`src/rtl/systolic_is_sequencer.sv`:
```
// Sequencer feeding an input-stationary systolic array.
// Optional stall counter enabled by defining SEQ_PERF_CNT_EN.
module systolic_is_sequencer #(
    parameter int INPUT_WIDTH  = 16,
    parameter int WEIGHT_WIDTH = 16,
    parameter int PSUM_WIDTH   = 16,
    parameter int ARRAY_HEIGHT = 4,
    parameter int ARRAY_WIDTH  = 4,
    parameter int PIPE_LAT     = ARRAY_WIDTH + ARRAY_HEIGHT,
    parameter int CNT_WIDTH    = 16
) (
    input  logic                               clk,
    input  logic                               rst,
    input  logic                               start,
    input  logic [CNT_WIDTH-1:0]               num_wvec,
    output logic                               busy,
    output logic                               done,
    input  logic                               in_valid,
    output logic                               in_ready,
    input  logic [INPUT_WIDTH*ARRAY_HEIGHT-1:0] in_data,
    input  logic                               w_valid,
    output logic                               w_ready,
    input  logic [WEIGHT_WIDTH*ARRAY_WIDTH-1:0] w_data,
    output logic                               input_en,
    output logic                               process_en,
    output logic [INPUT_WIDTH*ARRAY_HEIGHT-1:0] packed_input_in,
    output logic [WEIGHT_WIDTH*ARRAY_WIDTH-1:0] packed_weight_in,
    input  logic [PSUM_WIDTH*ARRAY_HEIGHT-1:0]  packed_psum_out,
    output logic                               out_valid,
    input  logic                               out_ready,
    output logic [PSUM_WIDTH*ARRAY_HEIGHT-1:0]  out_data,
    output logic [31:0]                        stall_cycles
);

    localparam int LDW = $clog2(ARRAY_WIDTH + 1);
    localparam int DRW = $clog2(PIPE_LAT + 1);

    typedef enum logic [2:0] {
        IDLE, LOAD, STREAM, DRAIN, DONE
    } state_t;

    state_t                state;
    state_t                state_nxt;
    logic [CNT_WIDTH-1:0]  wrem;
    logic [LDW-1:0]        ldcnt;
    logic [DRW-1:0]        drcnt;
    logic [PIPE_LAT-1:0]   tags;
    logic                  tag_in;
    logic                  adv;

    assign out_valid = tags[PIPE_LAT-1];
    assign adv       = !out_valid || out_ready;
    assign out_data  = packed_psum_out;

    // Next-state and all array/handshake controls
    always_comb begin
        state_nxt        = state;
        busy             = (state != IDLE);
        done             = 1'b0;
        in_ready         = 1'b0;
        w_ready          = 1'b0;
        input_en         = 1'b0;
        process_en       = 1'b0;
        packed_input_in  = '0;
        packed_weight_in = '0;
        tag_in           = 1'b0;
        unique case (state)
            IDLE: begin
                if (start) state_nxt = LOAD;
            end
            LOAD: begin
                in_ready = 1'b1;
                if (in_valid) begin
                    input_en        = 1'b1;
                    packed_input_in = in_data;
                    if (ldcnt == LDW'(ARRAY_WIDTH - 1))
                        state_nxt = (wrem != '0) ? STREAM : DONE;
                end
            end
            STREAM: begin
                w_ready = adv;
                if (w_valid && adv) begin
                    process_en       = 1'b1;
                    packed_weight_in = w_data;
                    tag_in           = 1'b1;
                    if (wrem == CNT_WIDTH'(1)) state_nxt = DRAIN;
                end
            end
            DRAIN: begin
                if (adv) begin
                    process_en = 1'b1;
                    if (drcnt == DRW'(1)) state_nxt = DONE;
                end
            end
            DONE: begin
                done      = 1'b1;
                state_nxt = IDLE;
            end
            default: state_nxt = IDLE;
        endcase
    end

    // State register
    always_ff @(posedge clk) begin
        if (rst) state <= IDLE;
        else     state <= state_nxt;
    end

    // Job counters: remaining weights, load beats, drain cycles
    always_ff @(posedge clk) begin
        if (rst) begin
            wrem  <= '0;
            ldcnt <= '0;
            drcnt <= '0;
        end else begin
            if (state == IDLE && start) begin
                wrem  <= num_wvec;
                ldcnt <= '0;
            end
            if (input_en) ldcnt <= ldcnt + LDW'(1);
            if (state == STREAM && process_en) begin
                wrem <= wrem - CNT_WIDTH'(1);
                if (wrem == CNT_WIDTH'(1)) drcnt <= DRW'(PIPE_LAT);
            end
            if (state == DRAIN && process_en) drcnt <= drcnt - DRW'(1);
        end
    end

    // Row-valid tags travel alongside the array pipeline
    always_ff @(posedge clk) begin
        if (rst)             tags <= '0;
        else if (process_en) tags <= (tags << 1) | PIPE_LAT'(tag_in);
    end

`ifdef SEQ_PERF_CNT_EN
    logic [31:0] stall_q;

    // Saturating count of frozen cycles while the array is active
    always_ff @(posedge clk) begin
        if (rst)
            stall_q <= '0;
        else if (state == IDLE && start)
            stall_q <= '0;
        else if ((state == STREAM || state == DRAIN) && !process_en
                 && stall_q != 32'hFFFF_FFFF)
            stall_q <= stall_q + 32'd1;
    end

    assign stall_cycles = stall_q;
`else
    assign stall_cycles = '0;
`endif

endmodule

```
`config.mk`:
```
export PLATFORM = sky130hd
export DESIGN_NAME = systolic_is_sequencer
export DESIGN_NICKNAME = d
export VERILOG_FILES = /design/src/rtl/systolic_is_sequencer.sv
export SDC_FILE = /design/constraint.sdc
export NUM_CORES = 1
export LEC_CHECK = 0
export ABC_AREA = 1
export CAP_MARGIN = 10
export CORE_AREA = 2 2 175 177
export DETAILED_ROUTE_END_ITERATION = 12
export DIE_AREA = 0 0 177 179
export PLACE_DENSITY = 0.45
export SYNTH_ARGS = -nofsm -noshare
export SYNTH_HDL_FRONTEND = slang
export SYNTH_SLANG_ARGS = --single-unit
```
`constraint.sdc`:
```
create_clock -name clk -period 1.3 [get_ports clk]
set_input_delay 0.26 -clock clk [delete_from_list [all_inputs] [get_ports clk]]
set_output_delay 0.26 -clock clk [all_outputs]
set_load 0.01 [all_outputs]
```
After elaboration in Yosys (flattened, before gate mapping)
Index checks and enable logic that the tools add are counted.
{"block": "totals", "ram_bits": 0, "romBits": 0, "output_inout_bits": 231, "ff_bits": 34, "word_cells": 67, "latchBits": 0, "n_memories": 0, "input_bits": 214}
{"block": "classes", "magnitude_cmp": 0, "div_mod_pow": 0, "bitwise_logic": 1, "eq_ne": 14, "n_addsub": 3, "shifts": 0, "mux": 29, "multipliers": 0, "reduce_logical": 15}
{"op": "64-bit 2-to-1 mux", "n": 4}
{"op": "16-bit 2-to-1 mux", "n": 2}
{"op": "3-bit 2-to-1 mux", "n": 10}
{"op": "16-bit by 1-bit == test with 1-bit output (second input constant)", "n": 1}
{"op": "16-bit nonzero test", "n": 1}
{"op": "16-bit by 1-bit subtractor with 16-bit output (second input constant)", "n": 1}
{"op": "2-bit inequality test (second input constant)", "n": 7}
{"op": "4-bit 2-to-1 mux", "n": 3}
{"op": "3-bit one-hot mux with 4 select lines", "n": 1}
{"op": "3-bit by 2-bit == test with 1-bit output (second input constant)", "n": 3}
{"op": "1-bit 2-to-1 mux", "n": 8}
{"op": "8-bit by 1-bit OR with 8-bit output", "n": 1}
{"op": "2-bit nonzero test", "n": 4}
{"op": "7-bit AND reduction", "n": 1}
{"op": "4-bit by 1-bit == test with 1-bit output (second input constant)", "n": 1}
{"op": "1-bit logical AND", "n": 4}
{"op": "4-bit by 1-bit subtractor with 4-bit output (second input constant)", "n": 1}
{"op": "3-bit by 1-bit adder with 3-bit output (second input constant)", "n": 1}
{"op": "3-bit by 1-bit == test with 1-bit output (second input constant)", "n": 1}
{"op": "3-bit == test (second input constant)", "n": 1}
{"op": "3-bit logical NOT", "n": 1}
{"op": "3-bit nonzero test", "n": 1}
{"op": "1-bit one-hot mux with 2 select lines", "n": 1}
{"op": "2-bit AND reduction", "n": 1}
{"op": "other kinds (2)", "n": 2}

Depth between registers and ports, before layout
{"block": "depth", "ltp_word": 8, "depth_mapped": 9, "depth_no_buf": 9}

Worst setup path before layout
Ideal clock, no wire load.
{"block": "synth_path", "kind": "reg-to-output", "from": "reg state[0]", "to": "out packed_input_in[10]", "t_arrival_ns": 1.334, "path_buffers": 2, "setup_slack_ns": -0.294, "required_ns": 1.040, "path_stages_with_launch": 7, "cell_sequence": "dfxtp_1 inv_1 nor3_4 nand2_1 buf_2 buf_2 nor2_1"}
{"block": "synth_via", "elab_chain_cells": 2}
{"item": "start: declaration", "line_no": "42", "source": "state_t state;"}
{"item": "start signal: assignment", "line_no": "106", "source": "else state <= state_nxt;"}
{"item": "3-bit by 1-bit == test with 1-bit output", "line_no": "67", "source": "unique case (state)"}
{"item": "64-bit 2-to-1 mux", "line_no": "67"}
{"item": "end: declaration", "line_no": "26", "source": "output logic [INPUT_WIDTH*ARRAY_HEIGHT-1:0] packed_input_in,"}
Every way passes these cells.

Worst setup path after layout
{"block": "layout_path", "from": "reg state[0]", "to": "out packed_input_in[12]"}
The elaborated chain is that of the path after synthesis.

==> implementation parameters <==
Parameter                              Value

Cells and area
  Share of post-route cells with drive strength above 1 ... 46.39%
  Most common library cell in the layout ignoring fill and taps ... sky130_fd_sc_hd__clkdlybuf4s50_1
  Design Area, Final ... 9004 um^2
  Number of nets at the end of the flow ... 1231
  Count of antenna diodes in the layout ... 0
  Highest-count cells in the layout ignoring fill and taps ... 147 x sky130_fd_sc_hd__clkdlybuf4s50_1, 131 x sky130_fd_sc_hd__nand2_1, 109 x sky130_fd_sc_hd__buf_6, 92 x sky130_fd_sc_hd__nor2_4, 91 x sky130_fd_sc_hd__inv_1
  Synth-to-layout area growth ... 135.2%
  Number of inserted filler cells in the final layout ... 3307

Power and ir drop
  Sequential group share of total power ... 11.3%
  Static Leak ... 0.004099 uW
  Power density over cell area ... 1506 nW/um^2
  Switching power of the nets ... 5812 uW
  Internal Power ... 7747 uW
  Sw Ratio ... 42.86%
  Clock group share of total power ... 12.0%
  Largest voltage drop on the vdd net ... 642.5 uV
  Part of the power in combinational logic ... 76.7%

Timing
  RSZ-0062 raised after global routing ... true
  Period utilisation layout ... 144.5%
  Final Max Slew Viols ... 0
  Final Skew ... 0.004531 ns
  Final setup slack of the worst path ... -0.5791 ns
  Final Setup Violations ... 168
  Hold Violations, Final ... 0
  Max frequency ... 0.5322 GHz
  Minimum period implied by the final worst setup slack ... 1.879 ns
  Total Negative Setup Slacks ... -75.93 ns
  WHS ... 0.4723 ns

Detailed routing
  Via count ... 5078
  Average routed wire per standard cell ... 13.36 um
  Aggregate routed wire length ... 18790 um
  Remaining DRCs ... 0
  Routed via count divided by cell count ... 3.609
  Number of iterations in the first detailed-routing pass ... 4
  Remaining antenna violation count after routing ... 0
  Initial drt markers ... 98

CTS
  Buffers from clock root to sink, at most ... 2
  Number of hold buffers added after CTS ... 0
  Root cell of the clock tree ... sky130_fd_sc_hd__clkbuf_16
  # H-tree levels ... 2
  CTS tree ... yes
  Clock network latency to the later pin of the worst-skew pair ... 0.28 ns
  Worst-path clk slew ... 0.06 ns
  Sinks on Clock Net ... 34
  CTS Buf Count ... 5

Critical path
  Top fanout value on the critical path ... 5
  Minimum setup slack among reg-to-reg paths ... -0.57 ns
  Capture point of the worst reg-to-reg path ... wrem[9]
  Reg-to-reg startpoint ... state[2]
  Capturing element type of the critical path ... output pin
  Critical setup path kind ... register to output pin
  Depth of the worst register-to-register path ... 11
  Launching element type of the critical path ... register
  Required time worst endpoint ... 1.04 ns
  Arrival time at the worst endpoint ... 1.62 ns

Floorplanning
  Site row count ... 64
  Area of the core ... 30030 um^2
  Top Ports ... 445
  Initial Util ... 12.75%
  Height of the die ... 179 um
  Total Die Area ... 31680 um^2
  Die X ... 177 um

Yosys
  Number of enable-type register cells in the synthesized netlist ... 0
  Area share of the largest cell type after synthesis ... 19.22%
  Count of cell types in the netlist ... 31
  Sequential element share of the synthesized area ... 17.78%
  Synth Area in XOR/XNOR ... 0.9153%
  Async set-or-reset flop fraction in the synthesized netlist ... 0%
  Mux cell area share after synthesis ... 0%
  Main combinational cell family by area after synthesis ... simple AND/OR/NAND/NOR gates
  Cell accounting for the most synthesized area ... sky130_fd_sc_hd__buf_4
  Post-Syn Area per Cell ... 5.531 um^2
  Count of warnings emitted by yosys ... 0
  Number of standard cells after synthesis ... 692
  Area fraction in compound gates after synthesis ... 6.015%
  Synth Cell Area ... 3827 um^2
  Primary FF master, synth ... sky130_fd_sc_hd__dfxtp_1
  Number of storage elements in the synthesis netlist ... 34
  Adder-Cell Fraction of Synth Area ... 2.288%
  Post-synthesis share of cell area spent on and, or, nand and nor gates ... 39.98%
  Synth area leaders ... sky130_fd_sc_hd__buf_4 19%, sky130_fd_sc_hd__dfxtp_1 18%, sky130_fd_sc_hd__nor2_1 17%

Global route
  Number of antenna violations at the first check in global routing ... 2
  Total routing usage reported by global routing ... 10.93%
  Wire length of the first global-routing pass ... 27140 um
  Largest net degree at the start of global routing ... 19
  Leftover overflow at the end of global routing ... 0
  Number of global-route vias before repair ... 4809

Hold path
  Min-Delay Endpoint ... ldcnt[2]
  Class of the most critical hold timing path ... register to register
  Launch point of the worst hold path ... ldcnt[2]
  Count of cells along the worst hold path ... 2

Run
  Max-cap violations ... 0

Place
  Detailed placement HPWL ... 13850 um
  IO Port Bufs ... 284
  Global placer's final weighted congestion ... 0.7391
  Area post-placement ... 7707 um^2

Run status
  Status ... finished, violations left
  Violated checks ... negative setup slack
-- per-stage QoR --
stage / power (uW) / std cells / utilization [%] / setup slack [ns]
2_1_floorplan: 6135 / 723 / - / -0.2148
3_3_place_gp: 9299 / 1354 / 25.67 / -0.9855
3_5_place_dp: 9289 / 1354 / 25.67 / -1.001
4_1_cts: 12520 / 1394 / 28.46 / -0.7262
5_1_grt: 14620 / 1407 / 29.98 / -0.6501
6_report: 13560 / 1407 / 29.98 / -0.5791
-- area by class of cell --
cell class	instances	area, um^2	share of cell area (%)
inverters	103	436.7	4.850
repair buffers	404	4130	45.87
clock inverters	2	60.06	0.6670
multi-input cells	462	3054	33.92
clock buffers	6	138.9	1.543
well taps	396	495.5	5.503
flip-flops and latches	34	688.2	7.643
-- cell usage after synthesis (all sizes together) (3+ instances only) --
library cell	n
a21oi	22
buf	116
clkbuf	8
dfxtp	34
ha	7
inv	102
nand2	160
nand3	30
nor2	178
nor3	3
o211ai	3
o21ai	14
or2	3
xor2	3
-- cells by family after synthesis --
group / count (synthesis)
simple gates: 376
compound gates: 43
flops: 34
buf+inv: 227
xor+xnor: 4
fa+ha+maj: 7
other cells: 1
-- state kept, by name, indices dropped and copies added, names as in the netlist --
| name | flops |
|---|---|
| wrem | 16 |
| tags | 8 |
| drcnt | 4 |
| ldcnt | 3 |
| state | 3 |
-- power groups by stage --
stage | clock [uW] | sequential (uW) | combinational, uW
4_1_cts | 1660 | 1490 | 9360
3_3_place_gp | 0 | 1510 | 7790
2_1_floorplan | 0 | 1560 | 4570
6_report | 1630 | 1530 | 10400
3_5_place_dp | 0 | 1510 | 7780
5_1_grt | 1720 | 1570 | 11300
-- what timing repair did --
action | CTS | global route
resized for setup | 549 | 287
setup endpoints to repair | 169 | 169
setup buffers | 20 | 25
cloned | 13 | 0
pin swaps | 4 | 52
-- per-layer routing --
metal | vias up | part of all wire (%) | track usage (%)
met4 | 4 | 0.31 | 1.205
li1 | 2574 | - | -
met1 | 2275 | 43 | 14.52
met2 | 216 | 47 | 17.06
met3 | 9 | 9.7 | 4.432
met5 | - | 0.14 | 0
-- critical path: stages (launching register included) --
cell and delay [ns]:
sky130_fd_sc_hd__dfxtp_2 0.35, sky130_fd_sc_hd__inv_2 0.06, sky130_fd_sc_hd__nor3_4 0.23, sky130_fd_sc_hd__nand2_8 0.13
sky130_fd_sc_hd__buf_12 0.16, sky130_fd_sc_hd__buf_12 0.13, sky130_fd_sc_hd__buf_6 0.11, sky130_fd_sc_hd__nor2_4 0.07
sky130_fd_sc_hd__buf_6 0.10
-- how the worst max path moves through the flow --
| stage | startpoint | end | slack [ns] |
|---|---|---|---|
| after floorplan | state[0] | packed_input_in[50] | -0.21 |
| after global placement | out_ready | packed_weight_in[25] | -0.99 |
| after detailed placement | out_ready | packed_weight_in[60] | -1.00 |
| after CTS | state[0] | packed_input_in[30] | -0.73 |
| after global routing | state[0] | packed_input_in[12] | -0.65 |
| final | state[0] | packed_input_in[12] | -0.58 |
No activity file was read; power rests on OpenSTA's default activity.
==> edit (config.mk and constraints unchanged) <==
Set the parameter `WEIGHT_WIDTH` to 14 (it was 16).
--- a/src/rtl/systolic_is_sequencer.sv
+++ b/src/rtl/systolic_is_sequencer.sv
@@ -3,5 +3,5 @@
 module systolic_is_sequencer #(
     parameter int INPUT_WIDTH  = 16,
-    parameter int WEIGHT_WIDTH = 16,
+    parameter int WEIGHT_WIDTH = 14,
     parameter int PSUM_WIDTH   = 16,
     parameter int ARRAY_HEIGHT = 4,
Ports: changed (resized packed_weight_in and w_data); port bits go from 445 to 429. No check against the original RTL was run, so the function may have changed too.
==> edit against the unedited design <==
- the flow still finishes with violations (setup timing)
- power fell by 10%
- maximum frequency fell by 1.6%
- die area did not move
- synthesized area fell by 2.5%
- via count fell by 3.7%
- first-iteration DRC count rose by 21%
- hold slack got worse by 14 ps
- wire length rose by 3.9%
- non-clock buffer count fell by 9
- sequential cell count did not move
- design area fell by 3.6%
- clock power fell by 14%
- cell count fell by 1.5%
- worst setup slack got worse by 31 ps
- critical path type unchanged
- largest cell class unchanged
==> edit: results (changes against the unedited design) <==
Logic synthesis
  – Post-synthesis sequential area ratio: 18.2% (+0.45 points)
  – Yosys cell types: 28 (-9.7%)
  – Xor/xnor share of the synthesized area: 0.938% (+0.023 points)

Layout
  – Non-CTS buffers: 395 (-2.2%)
  – Sequential share of cell area: 8.03% (+0.38 points)
  – Multi-input combinational area share: 32.2% (-1.7 points)
  – Clk_buf instances: 5 (-1)

Hold path
  – Hold path endpoint: ldcnt[1]

GRT
  – First-pass GRT wire length: 26.4 mm (-2.6%)
  – GRT met1 Usage: 12.7% (-1.8 points)
  – GRT Util Overall: 10.9% (-0.042 points)

Critical path
  – Critical Path End: packed_input_in[44]
  – Worst r2r src: state[0]
  – CP Launch Point: state[2]

Drt
  – Drt pass-1 iters: 5 (+1)
  – Top layer in use: met4

Pwr
  – Leakage power: 4.07 nW (-0.76%)
  – Seq. pwr: 0.00162 W (+6%)

Timing
  – Final setup margin: -610 ps (-31.1 ps)
  – Setup violators final: 159 (-5.4%)

Outcome
  – Outcome: complete, but fails checks
  – Violated checks: setup timing

Placed design
  – Post-DP HPWL: 15.2 mm (+9.8%)
  – Post-placement cell count: 1,324 (-2.2%)

Clock tree
  – Post-CTS setup buffers: 18 (-10%)
-- edit: cell types whose count changed in the layout (fill, tap and decap cells not counted), sizes merged, moves of 4 or more --
cell	change
buf	-35
clkdlybuf4s50	-9
clkdlybuf4s15	+18
dlygate4sd2	+7
nand2	-9
inv	+4
dlymetal6s2s	+5
nor2	-6
-- edit: critical path, delay by kind of cell, from the launching register on --
family / cells / cell delay (ps)
and+or+nand+nor: 4 / 410
DFF: 1 / 320
buffers and inverters: 6 / 640
-- edit: through the flow --
step | util [%] | setup TNS, ps | power (W) | hold slack (ps)
after floorplan | - | -9310 | 0.00576 | 427
after global placement | 24.8 | -123790 | 0.00895 | 450
after detailed placement | 24.8 | -126650 | 0.00895 | 456
after CTS | 26.8 | -84410 | 0.0112 | 466
after global routing | 28.9 | -76560 | 0.0132 | 475
final | 28.9 | -63730 | 0.0122 | 458
